## config.mk

```make
export PLATFORM = sky130hd
export DESIGN_NAME = ikaopm_timer_bus_if
export DESIGN_NICKNAME = d
export VERILOG_FILES = /design/src/rtl/ikaopm_timer_bus_if_pkg.sv /design/src/rtl/ikaopm_timer_bus_if_bus_sync.sv /design/src/rtl/ikaopm_timer_bus_if.sv
export SDC_FILE = /design/constraint.sdc
export NUM_CORES = 1
export LEC_CHECK = 0
export ABC_AREA = 1
export ABC_CLOCK_PERIOD_IN_PS = 3600
export BUFFER_PORTS_ARGS = -buffer_cell sky130_fd_sc_hd__buf_2
export CORE_MARGIN = 2
export CORE_UTILIZATION = 40
export CTS_CLUSTER_SIZE = 10
export DETAILED_ROUTE_END_ITERATION = 8
export PLACE_DENSITY = 0.58
export SLEW_MARGIN = 25
export SYNTH_ARGS = -nofsm -noshare
export SYNTH_HDL_FRONTEND = slang
export SYNTH_SLANG_ARGS = --single-unit
```

## constraint.sdc

```tcl
create_clock -name i_EMUCLK -period 3.6 [get_ports i_EMUCLK]
set_clock_uncertainty 0.05 [all_clocks]
set_input_delay 0.72 -clock i_EMUCLK [delete_from_list [all_inputs] [get_ports i_EMUCLK]]
set_output_delay 0.72 -clock i_EMUCLK [all_outputs]
set_load 0.02 [all_outputs]
```

## src/rtl/ikaopm_timer_bus_if_pkg.sv

```systemverilog
// Shared constants for the OPM timer bus interface: register map, timer-control
// bit positions and status-byte layout.
package ikaopm_timer_bus_if_pkg;

    localparam logic [7:0] REG_TEST  = 8'h01;
    localparam logic [7:0] REG_CLKA1 = 8'h10;
    localparam logic [7:0] REG_CLKA2 = 8'h11;
    localparam logic [7:0] REG_CLKB  = 8'h12;
    localparam logic [7:0] REG_TCTRL = 8'h14;

    localparam int TEST_D2_BIT = 2;

    localparam int TC_RUN_A  = 0;
    localparam int TC_RUN_B  = 1;
    localparam int TC_IRQ_A  = 2;
    localparam int TC_IRQ_B  = 3;
    localparam int TC_FRST_A = 4;
    localparam int TC_FRST_B = 5;
    localparam int TC_CSM    = 7;

    localparam int ST_FLAG_A = 0;
    localparam int ST_FLAG_B = 1;
    localparam int ST_BUSY   = 7;

    // One committed bus write, valid for a single EMUCLK cycle.
    typedef struct packed {
        logic       valid;
        logic       a0;
        logic [7:0] data;
    } bus_wr_t;

    function automatic logic is_mapped(input logic [7:0] addr);
        return addr inside {REG_TEST, REG_CLKA1, REG_CLKA2, REG_CLKB, REG_TCTRL};
    endfunction

    function automatic logic [7:0] status_byte(input logic busy, input logic flag_b,
                                               input logic flag_a);
        logic [7:0] s;
        s            = '0;
        s[ST_BUSY]   = busy;
        s[ST_FLAG_B] = flag_b;
        s[ST_FLAG_A] = flag_a;
        return s;
    endfunction

endpackage

```

## src/rtl/ikaopm_timer_bus_if_bus_sync.sv

```systemverilog
// Registers the CPU bus strobes and turns each completed CS-qualified write
// strobe into a one-cycle commit carrying the data and A0 seen while WR_n was low.
module ikaopm_bus_sync
    import ikaopm_timer_bus_if_pkg::*;
(
    input  logic       i_EMUCLK,
    input  logic       i_MRST_n,
    input  logic       i_CS_n,
    input  logic       i_WR_n,
    input  logic       i_RD_n,
    input  logic       i_A0,
    input  logic [7:0] i_D,
    output bus_wr_t    o_wr,
    output logic       o_rd_any,
    output logic       o_rd_req
);

    logic       cs_n_q;
    logic       wr_n_q;
    logic       rd_n_q;
    logic       a0_q;
    logic       wr_hit;
    logic       a0_lat;
    logic [7:0] d_lat;

    // NOTE: non-blocking assignments keep wr_n_q at its pre-edge value when the
    // commit term is evaluated, which is what makes the 0->1 detection work.
    always_ff @(posedge i_EMUCLK or negedge i_MRST_n) begin
        if (!i_MRST_n) begin
            cs_n_q <= 1'b1;
            wr_n_q <= 1'b1;
            rd_n_q <= 1'b1;
            a0_q   <= 1'b0;
            wr_hit <= 1'b0;
            a0_lat <= 1'b0;
            d_lat  <= 8'h00;
            o_wr   <= '0;
        end else begin
            cs_n_q <= i_CS_n;
            wr_n_q <= i_WR_n;
            rd_n_q <= i_RD_n;
            a0_q   <= i_A0;
            if (!i_WR_n) begin
                wr_hit <= ~i_CS_n;
                a0_lat <= i_A0;
                d_lat  <= i_D;
            end
            o_wr.valid <= ~wr_n_q & i_WR_n & wr_hit;
            o_wr.a0    <= a0_lat;
            o_wr.data  <= d_lat;
        end
    end

    // A write strobe in progress masks the read.
    assign o_rd_any = ~cs_n_q & ~rd_n_q & wr_n_q;
    assign o_rd_req = o_rd_any & a0_q;

endmodule

```

## src/rtl/ikaopm_timer_bus_if.sv

```systemverilog
// CPU-side register writer and status reader for the OPM timer block; data
// writes are applied on phi1 ticks and hold off the busy bit afterwards.
module ikaopm_timer_bus_if
    import ikaopm_timer_bus_if_pkg::*;
#(
    parameter int BUSY_CYCLES = 64
) (
    input  logic       i_EMUCLK,
    input  logic       i_MRST_n,
    input  logic       i_phi1_NCEN_n,
    input  logic       i_CS_n,
    input  logic       i_WR_n,
    input  logic       i_RD_n,
    input  logic       i_A0,
    input  logic [7:0] i_D,
    output logic [7:0] o_D,
    output logic       o_D_OE,
    input  logic       i_TIMERA_FLAG,
    input  logic       i_TIMERB_FLAG,
    output logic [7:0] o_CLKA1,
    output logic [1:0] o_CLKA2,
    output logic [7:0] o_CLKB,
    output logic       o_TIMERA_RUN,
    output logic       o_TIMERB_RUN,
    output logic       o_TIMERA_IRQ_EN,
    output logic       o_TIMERB_IRQ_EN,
    output logic       o_TIMERA_FRST,
    output logic       o_TIMERB_FRST,
    output logic       o_CSM_EN,
    output logic       o_TEST_D2,
    output logic       o_BUSY
);

    bus_wr_t    bus_wr;
    logic       rd_any;
    logic       rd_req;

    logic       phi1_tick;
    logic       data_commit;
    logic       apply;
    logic       apply_tctrl;
    logic       pending;
    logic [7:0] addr_q;
    logic [7:0] hold_addr;
    logic [7:0] hold_data;
    logic [7:0] busy_cnt;

    ikaopm_bus_sync u_bus_sync (
        .i_EMUCLK (i_EMUCLK),
        .i_MRST_n (i_MRST_n),
        .i_CS_n   (i_CS_n),
        .i_WR_n   (i_WR_n),
        .i_RD_n   (i_RD_n),
        .i_A0     (i_A0),
        .i_D      (i_D),
        .o_wr     (bus_wr),
        .o_rd_any (rd_any),
        .o_rd_req (rd_req)
    );

    assign phi1_tick   = ~i_phi1_NCEN_n;
    assign data_commit = bus_wr.valid & bus_wr.a0 & is_mapped(addr_q);
    assign apply       = pending & phi1_tick;
    assign apply_tctrl = apply & (hold_addr == REG_TCTRL);
    assign o_BUSY      = (busy_cnt != 8'd0) | pending;

    // NOTE: the async reset also clears the holder and pending flag, so a write
    // caught by reset is dropped instead of being applied after release.
    always_ff @(posedge i_EMUCLK or negedge i_MRST_n) begin
        if (!i_MRST_n) begin
            addr_q    <= 8'h00;
            hold_addr <= 8'h00;
            hold_data <= 8'h00;
            pending   <= 1'b0;
        end else begin
            if (bus_wr.valid && !bus_wr.a0) begin
                addr_q <= bus_wr.data;
            end
            // A commit landing on a tick re-arms pending, so it waits for the next tick.
            if (data_commit) begin
                hold_addr <= addr_q;
                hold_data <= bus_wr.data;
                pending   <= 1'b1;
            end else if (apply) begin
                pending <= 1'b0;
            end
        end
    end

    always_ff @(posedge i_EMUCLK or negedge i_MRST_n) begin
        if (!i_MRST_n) begin
            o_CLKA1         <= 8'h00;
            o_CLKA2         <= 2'b00;
            o_CLKB          <= 8'h00;
            o_TIMERA_RUN    <= 1'b0;
            o_TIMERB_RUN    <= 1'b0;
            o_TIMERA_IRQ_EN <= 1'b0;
            o_TIMERB_IRQ_EN <= 1'b0;
            o_CSM_EN        <= 1'b0;
            o_TEST_D2       <= 1'b0;
        end else if (apply) begin
            case (hold_addr)
                REG_TEST:  o_TEST_D2 <= hold_data[TEST_D2_BIT];
                REG_CLKA1: o_CLKA1   <= hold_data;
                REG_CLKA2: o_CLKA2   <= hold_data[1:0];
                REG_CLKB:  o_CLKB    <= hold_data;
                REG_TCTRL: begin
                    o_TIMERA_RUN    <= hold_data[TC_RUN_A];
                    o_TIMERB_RUN    <= hold_data[TC_RUN_B];
                    o_TIMERA_IRQ_EN <= hold_data[TC_IRQ_A];
                    o_TIMERB_IRQ_EN <= hold_data[TC_IRQ_B];
                    o_CSM_EN        <= hold_data[TC_CSM];
                end
                default: ;
            endcase
        end
    end

    // Flag-reset pulses span from the applying tick up to and including the next tick.
    always_ff @(posedge i_EMUCLK or negedge i_MRST_n) begin
        if (!i_MRST_n) begin
            o_TIMERA_FRST <= 1'b0;
            o_TIMERB_FRST <= 1'b0;
        end else if (phi1_tick) begin
            o_TIMERA_FRST <= apply_tctrl & hold_data[TC_FRST_A];
            o_TIMERB_FRST <= apply_tctrl & hold_data[TC_FRST_B];
        end
    end

    always_ff @(posedge i_EMUCLK or negedge i_MRST_n) begin
        if (!i_MRST_n) begin
            busy_cnt <= 8'd0;
        end else if (apply) begin
            busy_cnt <= 8'(BUSY_CYCLES);
        end else if (phi1_tick && busy_cnt != 8'd0) begin
            busy_cnt <= busy_cnt - 8'd1;
        end
    end

    always_ff @(posedge i_EMUCLK or negedge i_MRST_n) begin
        if (!i_MRST_n) begin
            o_D    <= 8'h00;
            o_D_OE <= 1'b0;
        end else begin
            o_D_OE <= rd_req;
            if (rd_any) begin
                o_D <= status_byte(o_BUSY, i_TIMERB_FLAG, i_TIMERA_FLAG);
            end
        end
    end

endmodule

```

Word level (Yosys, flattened, before mapping)
Index checks and enable logic that the tools add are counted.
W data, S select, Z words.

storage, ports and cells
  memories = 0
  output and inout port bits = 36
  memory bits (writable) = 0
  bits in read-only memories = 0
  register bits = 87
  latch bits = 0
  bits of input ports = 17

operators by class
  magnitude comparators = 0
  bitwise operators = 17
  multiplexer cells = 4
  multipliers = 0
  add/subtract/negate cells = 1
  reductions and logical operators = 12
  shift-type cells = 0
  equal/unequal tests = 10
  div/mod/pow operators = 0

operator list
  cell                   count
  $eq A8 B5 Y1 const B   8
  $eq A8 B1 Y1 const B   2
  $mux W8                2
  $and A1 B1 Y1          11
  $reduce_and A2 Y1      5
  $reduce_bool A8 Y1     1
  $sub A8 B1 Y8 const B  1
  $not A1 Y1             5
  $reduce_bool A5 Y1     1
  $reduce_bool A2 Y1     2
  $logic_and A1 B1 Y1    2
  $mux W1                2
  $logic_not A1 Y1       1
  $or A1 B1 Y1           1

Longest topological paths before layout
Gate-level depths: netlist of the first run.

  word-level depth = 4
  gate-level depth with buffers = 10
  depth with buffers taken out = 10

Hierarchy
From an unflattened synthesis of the first run, not the netlist that was laid out.

second synthesis, totals
  cell total of the unflattened synthesis = 362
  area total of the unflattened synthesis = 3477.1 µm²

modules (own cells, without submodules)
  module               area each (µm²)  seq. area each (µm²)  instances  cells each
  ikaopm_timer_bus_if  2725.1           1576.5                1          301
  ikaopm_bus_sync      752.0            604.3                 1          61

Worst setup path before layout of the first run
OpenSTA, ideal clock, no wires.

  kind = reg2out
  start = register busy_cnt[0]
  end = output port o_BUSY
  data required time = 2.830 ns
  data arrival time = 1.034 ns
  cell stages (with the launch flop) = 8
  path slack = 1.796 ns
  path through = dfrtp_1 > inv_1 > ha_1 > inv_1 > nor2_1 > nand2_1 > nor2_2 > inv_1

on the way
  longest elaborated chain between the ends = 2

ends and longest elaborated chain
  item                    RTL line                    text
  start, declared         ikaopm_timer_bus_if.sv:46   logic [7:0] busy_cnt;
  start signal, assigned  ikaopm_timer_bus_if.sv:134  busy_cnt <= 8'(BUSY_CYCLES);
  start signal, assigned  ikaopm_timer_bus_if.sv:136  busy_cnt <= busy_cnt - 8'd1;
  $reduce_bool A8 Y1      ikaopm_timer_bus_if.sv:65   assign o_BUSY = (busy_cnt != 8'd0) | pending;
  $or A1 B1 Y1            ikaopm_timer_bus_if.sv:65
  end, declared           ikaopm_timer_bus_if.sv:31   output logic o_BUSY

No other way between the ends.

Worst setup path after layout of the first run
Same ends and word-level chain as after synthesis.

==> results of run 1 <==
[report_power, final]
group | internal [mW] | switching [mW] | total (mW) | leakage [nW]
sequential | 1.10 | 0.0883 | 1.19 | 1.12
combinational | 0.147 | 0.250 | 0.396 | 0.831
clock | 0.396 | 0.357 | 0.753 | 0.107
[sequential cells by signal, indices dropped and copies added, names as in the netlist, 2 cells and up]
signal            count
u_bus_sync.o_wr      10
u_bus_sync.d_lat      8
hold_addr             8
addr_q                8
o_CLKB                8
o_D                   3
busy_cnt              8
hold_data             8
o_CLKA2               2
o_CLKA1               8
[synthesized netlist by cell type]
master,count
nand2_2,4
buf_1,1
dfrtp_1,84
o21ai_1,3
buf_2,4
o21ai_0,18
a21oi_1,6
or2_2,1
o21ai_2,16
nor2_1,25
ha_1,2
nand4_2,1
nand2_1,80
conb_1,1
nor2_4,3
nand3_1,24
mux2_2,12
inv_2,2
nor2_2,1
dfstp_2,3
a211oi_2,1
nand2_4,1
nand4_1,2
buf_6,3
buf_4,5
inv_1,37
o21bai_1,1
nand4_4,2
nor3_1,2
[cell type report]
| type | count | share of cell area |
|---|---|---|
| Sequential cell | 87 | 0.534 |
| Multi-Input combinational cell | 210 | 0.281 |
| Timing Repair Buffer | 48 | 0.0610 |
| Inverter | 39 | 0.0359 |
| Tap cell | 108 | 0.0331 |
| Clock buffer | 10 | 0.0313 |
| Clock inverter | 6 | 0.0230 |
[kinds of logic (layout without fill, tap and decap cells)]
group	count (synthesis)	after routing
fa+ha+maj	2	2
mux	12	12
other cells	1	5
simple gates	146	146
buf+inv	52	103
compound gates	45	45
flops	87	87
[routing by layer]
metal	up-vias	share of wire	wire [um]	global-route usage
li1	1190	-	-	-
met1	1084	0.51	3130	0.192
met2	46	0.43	2640	0.215
met3	9	0.050	309	0.0387
met4	0	0.015	91	0.0548
met5	-	0	0	0
[placed cells by master, fill, tap and decap left out, types with 2 or more instances in the layout]
cell	instances
clkbuf_8	9
nor3_1	2
inv_2	2
conb_1	5
buf_2	46
a21oi_1	6
nor2_1	25
nand4_1	2
dfstp_2	3
inv_1	37
clkinv_4	2
o21ai_2	16
o21ai_1	3
nand4_4	2
bufinv_16	2
o21ai_0	18
ha_1	2
nand2_1	80
nor2_4	3
nand3_1	24
dfrtp_1	84
nand2_2	4
mux2_2	12
[critical path, cell delays in order, from the launching register on]
cell	delay (ps)
dfrtp_1	370
inv_1	120
ha_1	170
inv_1	40
nor2_1	80
nand2_1	70
nor2_2	170
inv_1	50
buf_2	150
[metrics by stage]
step | setup WS (ps) | area, sq um | util | instances | power (mW)
after floorplan | 1800 | 3570 | - | 349 | 1.49
after global placement | 1630 | 3860 | 0.444 | 492 | 1.59
after detailed placement | 1600 | 3860 | 0.445 | 492 | 1.61
after CTS | 1230 | 4080 | 0.470 | 508 | 2.38
after global routing | 1100 | 4080 | 0.470 | 508 | 2.49
final | 1260 | 4080 | 0.470 | 508 | 2.34
[how the worst max path moves through the flow]
stage                       start      endpoint  slack (ps)
floorplan             busy_cnt[0]        o_BUSY        1800
global placement    i_phi1_NCEN_n  o_TIMERA_RUN        1630
detailed placement      addr_q[6]  hold_addr[6]        1600
CTS                   busy_cnt[0]        o_BUSY        1230
global route          busy_cnt[0]        o_BUSY        1100
finish                busy_cnt[0]        o_BUSY        1260
==> impl_metrics.json, run 1 <==
{
  "maxSlewHeadroom": 0.497,
  "num_vias": 2329,
  "regArea_sq_um": 2180,
  "synthSimpleGateAreaFrac": 0.190,
  "p_per_area_nw_per_um2": 572,
  "synth_cell_types": 29,
  "antenna_found_initial": 0,
  "slew_violations": 0,
  "grt_pass1_vias": 2349,
  "outcome": "finished clean",
  "initial_core_util": 0.410,
  "first_pass_iters": 4,
  "core-area_sq_um": 8680,
  "grtUsageTotal": 0.140,
  "syn_inst": 345,
  "clockBufferDepth": 2,
  "maxCapViolCount": 0,
  "drtAntennaViolNets": 0,
  "synth_top_area_frac": 0.591,
  "wl_per_cell_um": 12.2,
  "yosysTopAreaCell": "dfrtp_1",
  "synth.cell_area_sq_um": 3560,
  "multi_input_area_sq_um": 1150,
  "rsz0062_at_grt": "false",
  "arrival_ps": 1570,
  "crit_required_ps": 2830,
  "finalCritPeriodShare": 0.650,
  "max_freq_mhz": 427,
  "ios": 53,
  "viasPerCell": 4.58,
  "dp_hpwl_mm": 4.27,
  "ys_warn_count": 0,
  "cp-end-kind": "output pin",
  "hold_path_class": "in -> async",
  "syn_area_per_cell_sq_um": 10.3,
  "crit_fanout": 5,
  "muxShareOfSynthArea": 0.0380,
  "area_growth_pct": 14.8,
  "cts-htree-levels": 3,
  "cts_tree": "yes",
  "hold_violations": 0,
  "worstSetupStartpointType": "flip-flop",
  "fin_crit_ps": 2340,
  "clk_pin_slew_ps": 90,
  "synthAdderAreaFrac": 0.00704,
  "timing.hold.ws_ps": 326,
  "drive_gt1_frac": 0.275,
  "synth_top_family_by_area": "simple AND/OR/NAND/NOR gates",
  "nets": 414,
  "portBuffers": 47,
  "dieHeight_um": 98.3,
  "grt_pass1_wl_mm": 10.9,
  "grt-ovfl-total": 0,
  "gp_congestion": 0.755,
  "drt_iter0_drc": 102,
  "finalWirelength_mm": 6.17,
  "synth-xor-area-share": 0,
  "max-vdd-ir-drop_mv": 0.254,
  "cts_setup_buffers": 0,
  "grt_start_max_net_pins": 86,
  "post_cts_resize_count": 0,
  "rows": 34,
  "worstSetupPathType": "reg -> out",
  "clk_latency_ps": 350,
  "synthTopCellsByArea": "dfrtp_1, nand2_1, o21ai_2",
  "fin_setup_tns_ps": 0,
  "r2r_end": "hold_addr[6]",
  "cts_num_sinks": 87,
  "leakage_nw": 2.06,
  "cts-root-buf": "clkbuf_8",
  "postCtsHoldBufs": 0,
  "die_w_um": 98.3,
  "r2r_cells": 6,
  "setup_viol": 0,
  "diodes": 0,
  "synth_seq_area_share": 0.613,
  "tightest_slew_ps": 755,
  "fill_cells": 839,
  "dieArea_sq_um": 9660,
  "synth_seq_cells": 87,
  "synth-compound-area-share": 0.0830,
  "regToRegSetupSlack_ps": 1620,
  "numCtsBuffers": 9,
  "reg2reg_from": "addr_q[6]",
  "drc": 0
}
No activity file was read; power rests on OpenSTA's default activity.
==> run 2: changes to the inputs <==
Settings changed: ABC_AREA 1 to 0, ABC_CLOCK_PERIOD_IN_PS 3600 to 2250, PLACE_DENSITY 0.58 to 0.59.
Clock period 3.6 ns to 2.25 ns, I/O delays scaled along.
==> run 2 against run 1 <==
  * Sequential cell count unchanged
  * Critical path type unchanged
  * Highest routed layer unchanged
  * Cell area shrank 0.37%
  * Hold slack worse by 300 ps
  * Largest power group unchanged
==> impl_metrics.json, run 2 <==
{
  "max-vdd-ir-drop_mv": 0.470,
  "drtAntennaViolNets": 0,
  "slew_violations": 0,
  "arrival_ps": 1720,
  "synth_cell_types": 39,
  "grt_pass1_vias": 1901,
  "grt_start_max_net_pins": 39,
  "synthAdderAreaFrac": 0.00746,
  "cts_num_sinks": 87,
  "dieArea_sq_um": 9140,
  "gp_congestion": 0.750,
  "synthSimpleGateAreaFrac": 0.0899,
  "final_cells": 403,
  "layout_commonest_cell": "dfrtp_1",
  "crit_fanout": 2,
  "fill_cells": 725,
  "layout_common_cells": "dfrtp_1, mux2_2, buf_2",
  "rsz0062_at_grt": "true",
  "maxSlewHeadroom": 0.568,
  "nets": 312,
  "tightest_slew_ps": 646,
  "dp.cells": 382,
  "drive_gt1_frac": 0.493,
  "die_w_um": 95.6,
  "initial_core_util": 0.410,
  "post-route-util": 0.497,
  "cts-root-buf": "clkbuf_8",
  "fin_crit_ps": 2220,
  "synth-xor-area-share": 0.0130,
  "wl_per_cell_um": 14.3,
  "muxShareOfSynthArea": 0.191,
  "drt_iter0_drc": 81,
  "synth_seq_area_share": 0.650,
  "synth_seq_cells": 87,
  "async_flop_share": 1.00,
  "clk_pin_slew_ps": 90,
  "cp-end-kind": "output pin",
  "cts-htree-levels": 3,
  "path_cells": "inv_2 > ha_4 > or4b_4 > nor2_4 > inv_2 > buf_6",
  "core-area_sq_um": 8180,
  "dieHeight_um": 95.6,
  "worstSetupStartpointType": "flip-flop",
  "first_pass_iters": 4,
  "path_common_cell": "inv_2",
  "portBuffers": 47,
  "synthFlopType": "dfrtp_1",
  "yosysMostFrequentCell": "dfrtp_1",
  "max_freq_mhz": 451,
  "grt_pass1_wl_mm": 9.41,
  "synth.cell_area_sq_um": 3360,
  "finalCritPeriodShare": 0.985,
  "p_per_area_nw_per_um2": 945,
  "grtUsageTotal": 0.138,
  "hold_path_class": "in -> async",
  "antenna_found_initial": 0,
  "worstSetupPathType": "reg -> out",
  "cts_tree": "yes",
  "clk_latency_ps": 340,
  "outcome": "finished clean",
  "clockBufferDepth": 2,
  "place_ws_ps": 150,
  "area_growth_pct": 21.2,
  "yosys-top-cells-count": "dfrtp_1, mux2_2, nor2_1, nor2b_1",
  "ys_warn_count": 0,
  "largest-register": "u_bus_sync.o_wr",
  "setup_viol": 0,
  "synth-compound-area-share": 0.0250,
  "synth_top_family_by_area": "multiplexers",
  "slowest_delay_ps": 470,
  "viasPerCell": 4.75,
  "largest_reg_flops": 10,
  "finalWirelength_mm": 5.78,
  "crit_required_ps": 1750,
  "drc": 0,
  "synth_edf_count": 0,
  "synthTopCellsByArea": "dfrtp_1, mux2_2, dfstp_2",
  "setup_slack_ps": 34.8,
  "dp_hpwl_mm": 4.03,
  "diodes": 0,
  "rows": 33,
  "numCtsBuffers": 9,
  "synth_top_area_frac": 0.626,
  "hold_violations": 0,
  "num_vias": 1915,
  "ios": 53,
  "leakage_nw": 2.06,
  "syn_area_per_cell_sq_um": 14.7,
  "syn_inst": 228,
  "regToRegSetupSlack_ps": 300,
  "worst_path_max_delay_cell": "or4b_4",
  "fin_setup_tns_ps": 0,
  "postCtsHoldBufs": 0,
  "maxCapViolCount": 0,
  "yosysTopAreaCell": "dfrtp_1",
  "grt-ovfl-total": 0
}
==> run 2: cell types whose count changed after synthesis, sizes merged, moves of 15 or more <==
cell and change:
inv -34, nand2 -79, o21ai -34, nor2 -15, mux2 +43, nand3 -21
==> run 2: power by group <==
part	switching, mW	internal (mW)	total, mW
clock network	0.521	0.719	1.24
logic	0.274	0.328	0.602
registers	0.210	1.79	2.00
total	1.01	2.84	3.84
==> run 2: final timing paths <==
check                                     from            endpoint  cells after the start
setup / recovery                   busy_cnt[0]              o_BUSY                      6
hold / removal                        i_MRST_n              o_D[7]                      1
setup reg to reg                  hold_addr[3]     o_TIMERB_IRQ_EN                      4
hold reg to reg            u_bus_sync.d_lat[6]  u_bus_sync.o_wr[6]                      0
max in group asynchronous             i_MRST_n   u_bus_sync.wr_n_q                      2
min in group i_EMUCLK                   i_RD_n   u_bus_sync.rd_n_q                      1
==> run 2: timing repair <==
item | CTS | global route
gates resized for setup | 2 | 9
gates cloned | 0 | 0
hold endpoints to repair | 0 | 0
pin swaps | 1 | 1
setup buffers | 2 | 3
endpoints found under the setup margin | 1 | 1
==> run 2: metal layers <==
metal | track usage | vias to the layer above | wire, um
li1 | - | 920 | -
met1 | 0.185 | 950 | 2760
met2 | 0.214 | 36 | 2730
met3 | 0.0285 | 9 | 173
met4 | 0.0679 | 0 | 116
met5 | 0 | - | 0
==> run 2: stage by stage <==
stage,cell area (sq um),total power [mW],hold WS [ps]
floorplan,3370,2.34,104
global placement,3750,2.50,308
detailed placement,3750,2.53,309
CTS,4020,3.81,21.3
global route,4070,4.05,40.5
finish,4070,3.84,23.2
==> run 2: cells by family (layout without fill, tap and decap cells) <==
family / count (synthesis) / after routing
flops: 87 / 87
mux: 57 / 57
simple gates: 49 / 49
buf+inv: 15 / 81
compound gates: 12 / 12
xor+xnor: 5 / 5
fa+ha+maj: 2 / 2
other cells: 1 / 5
==> run 2: critical path, delay by kind of cell, from the launching register on <==
family,cells,cell delay [ps]
adder cells (fa/ha/maj),1,120
buffers and inverters,3,250
flip-flops,1,400
AND/OR/NAND/NOR,2,610
==> run 2: layout make-up <==
cell class / count / area (sq um) / area share
repair buffers: 60 / 354 / 0.0871
flip-flops and latches: 87 / 2180 / 0.536
well taps: 105 / 131 / 0.0323
multi-input cells: 130 / 1140 / 0.280
clock inverters: 4 / 76.3 / 0.0188
inverters: 5 / 18.8 / 0.00462
clock buffers: 12 / 165 / 0.0406
==> run 3: changes to the inputs <==
Settings changed: ABC_CLOCK_PERIOD_IN_PS 2250 to 1780, PLACE_DENSITY 0.59 to 0.61.
Clock period 2.25 ns to 1.78 ns, I/O delays scaled along.
==> run 3 against run 2 <==
  * The run now ends with negative setup slack left
  * Cell area is 2.5% higher
  * Register-to-register slack worse by 520 ps
  * Critical path depth stayed put
  * Hold slack gained 32 ps
  * Count of clock-buffer cells in the layout decreased by 3
  * Sequential power is 25% higher
==> impl_metrics.json, run 3 (synthesized netlist as in run 2, its figures left out) <==
{
  "rsz0062_at_grt": "true",
  "dp_hpwl_mm": 4.26,
  "path_common_cell": "inv_2",
  "drive_gt1_frac": 0.516,
  "arrival_ps": 1750,
  "cp-end-kind": "output pin",
  "cts_num_sinks": 87,
  "core-area_sq_um": 8180,
  "regArea_sq_um": 2180,
  "drc": 0,
  "crit_fanout": 2,
  "grt_pass1_vias": 1992,
  "violations": "negative setup slack",
  "power_mw": 4.90,
  "dp.cells": 393,
  "grt_pass1_wl_mm": 9.78,
  "hold_path_class": "in -> reg",
  "largest_reg_flops": 10,
  "portBuffers": 47,
  "setup_slack_ps": -381,
  "fin_setup_tns_ps": -2720,
  "dieHeight_um": 95.6,
  "ios": 53,
  "p_per_area_nw_per_um2": 1180,
  "grt-ovfl-total": 0,
  "path_delay_family": "simple AND/OR/NAND/NOR gates",
  "cts-htree-levels": 3,
  "initial_core_util": 0.410,
  "grtUsageTotal": 0.143,
  "clk_pin_slew_ps": 90,
  "clockBufferDepth": 2,
  "finalCritPeriodShare": 1.21,
  "drtAntennaViolNets": 0,
  "layout_commonest_cell": "dfrtp_1",
  "nets": 324,
  "place_ws_ps": -98.7,
  "diodes": 0,
  "max_freq_mhz": 463,
  "worstSetupStartpointType": "flip-flop",
  "pwr-share-seq": 0.509,
  "crit_required_ps": 1370,
  "fin_crit_ps": 2160,
  "setup_viol": 27,
  "cp_num_buf_inv": 3,
  "combinationalPowerShare": 0.186,
  "max-vdd-ir-drop_mv": 0.613,
  "num_vias": 1990,
  "first_pass_iters": 4,
  "cts-root-buf": "clkbuf_8",
  "multi_input_area_sq_um": 1160,
  "largest-register": "u_bus_sync.o_wr",
  "switchingPower_mw": 1.34,
  "die_w_um": 95.6,
  "grt_start_max_net_pins": 44,
  "stdcell_area_sq_um": 4170,
  "layout_common_cells": "dfrtp_1, mux2_2, buf_2",
  "antenna_found_initial": 0,
  "worstSetupPathType": "reg -> out",
  "swShare": 0.274,
  "worst_path_max_delay_cell": "or4b_4",
  "drt_iter0_drc": 43,
  "finalWirelength_mm": 6.06,
  "fill_cells": 746,
  "rows": 33,
  "wl_per_cell_um": 14.6,
  "maxCapViolCount": 0,
  "slew_violations": 0,
  "numCtsBuffers": 9,
  "viasPerCell": 4.80,
  "p_int_mw": 3.56,
  "outcome": "finished with violations",
  "placedInstanceArea_sq_um": 3860,
  "cts_tree": "yes",
  "power.share.clock": 0.305,
  "path_cells": "inv_2 > ha_2 > or4b_4 > nor2_4 > inv_2 > buf_6",
  "area_growth_pct": 24.2,
  "final_cells": 415,
  "slowest_delay_ps": 490,
  "clk_latency_ps": 350,
  "dieArea_sq_um": 9140,
  "leakage_nw": 2.11,
  "gp_congestion": 0.761,
  "hold_violations": 0
}
==> run 3: cell count changes in the layout (fill, tap and decap cells not counted), sizes merged <==
cell / change
buf: +11
clkbuf: -3
clkinv: +2
dlygate4sd3: +1
inv: +1
==> run 3: final timing paths <==
kind                       slack, ps  cells after the start           startpoint            endpoint
setup / recovery                -380                      6          busy_cnt[0]              o_BUSY
hold / removal                    50                      1               i_RD_n   u_bus_sync.rd_n_q
setup reg to reg                -220                      8          busy_cnt[0]         busy_cnt[4]
hold reg to reg                  330                      0  u_bus_sync.d_lat[7]  u_bus_sync.o_wr[7]
max in group asynchronous        640                      3             i_MRST_n   u_bus_sync.rd_n_q
min in group asynchronous        420                      2             i_MRST_n     u_bus_sync.a0_q
==> run 3: timing repair <==
action | 4_1_cts | 5_1_grt
pin swaps | 3 | 6
gates resized for setup | 4 | 8
setup endpoints to repair | 22 | 32
cloned | 0 | 0
endpoints found under the hold margin | 27 | 0
hold buffers | 1 | 0
buffers inserted | 1 | 4
==> run 3: power by group through the flow <==
stage	registers, mW	logic [mW]	clock network, mW
finish	2.49	0.912	1.49
global route	2.54	1.01	1.62
CTS	2.49	0.850	1.54
detailed placement	2.53	0.813	0
global placement	2.52	0.795	0
floorplan	2.50	0.498	0
==> run 3: layer usage <==
layer  routed length [um]  share of wire  global-route usage  vias up
li1                     -              -                   -      941
met1                 2830           0.47               0.200     1018
met2                 3000           0.49               0.217       26
met3                  159          0.026              0.0332        5
met4                   79          0.013              0.0571        0
met5                    0              0                   0        -
==> run 3: cell type report <==
cell class,count,area share
sequential,87,0.523
multi-input combinational,130,0.279
timing repair buffer,72,0.109
tap,105,0.0315
clock buffer,9,0.0297
clock inverter,7,0.0228
inverter,5,0.00450
==> run 3: metrics by stage <==
step | util | hold WS, ps
after floorplan | - | 10.4
after global placement | 0.472 | 256
after detailed placement | 0.472 | 259
after CTS | 0.503 | 40.3
after global routing | 0.510 | 34.4
final | 0.510 | 54.9
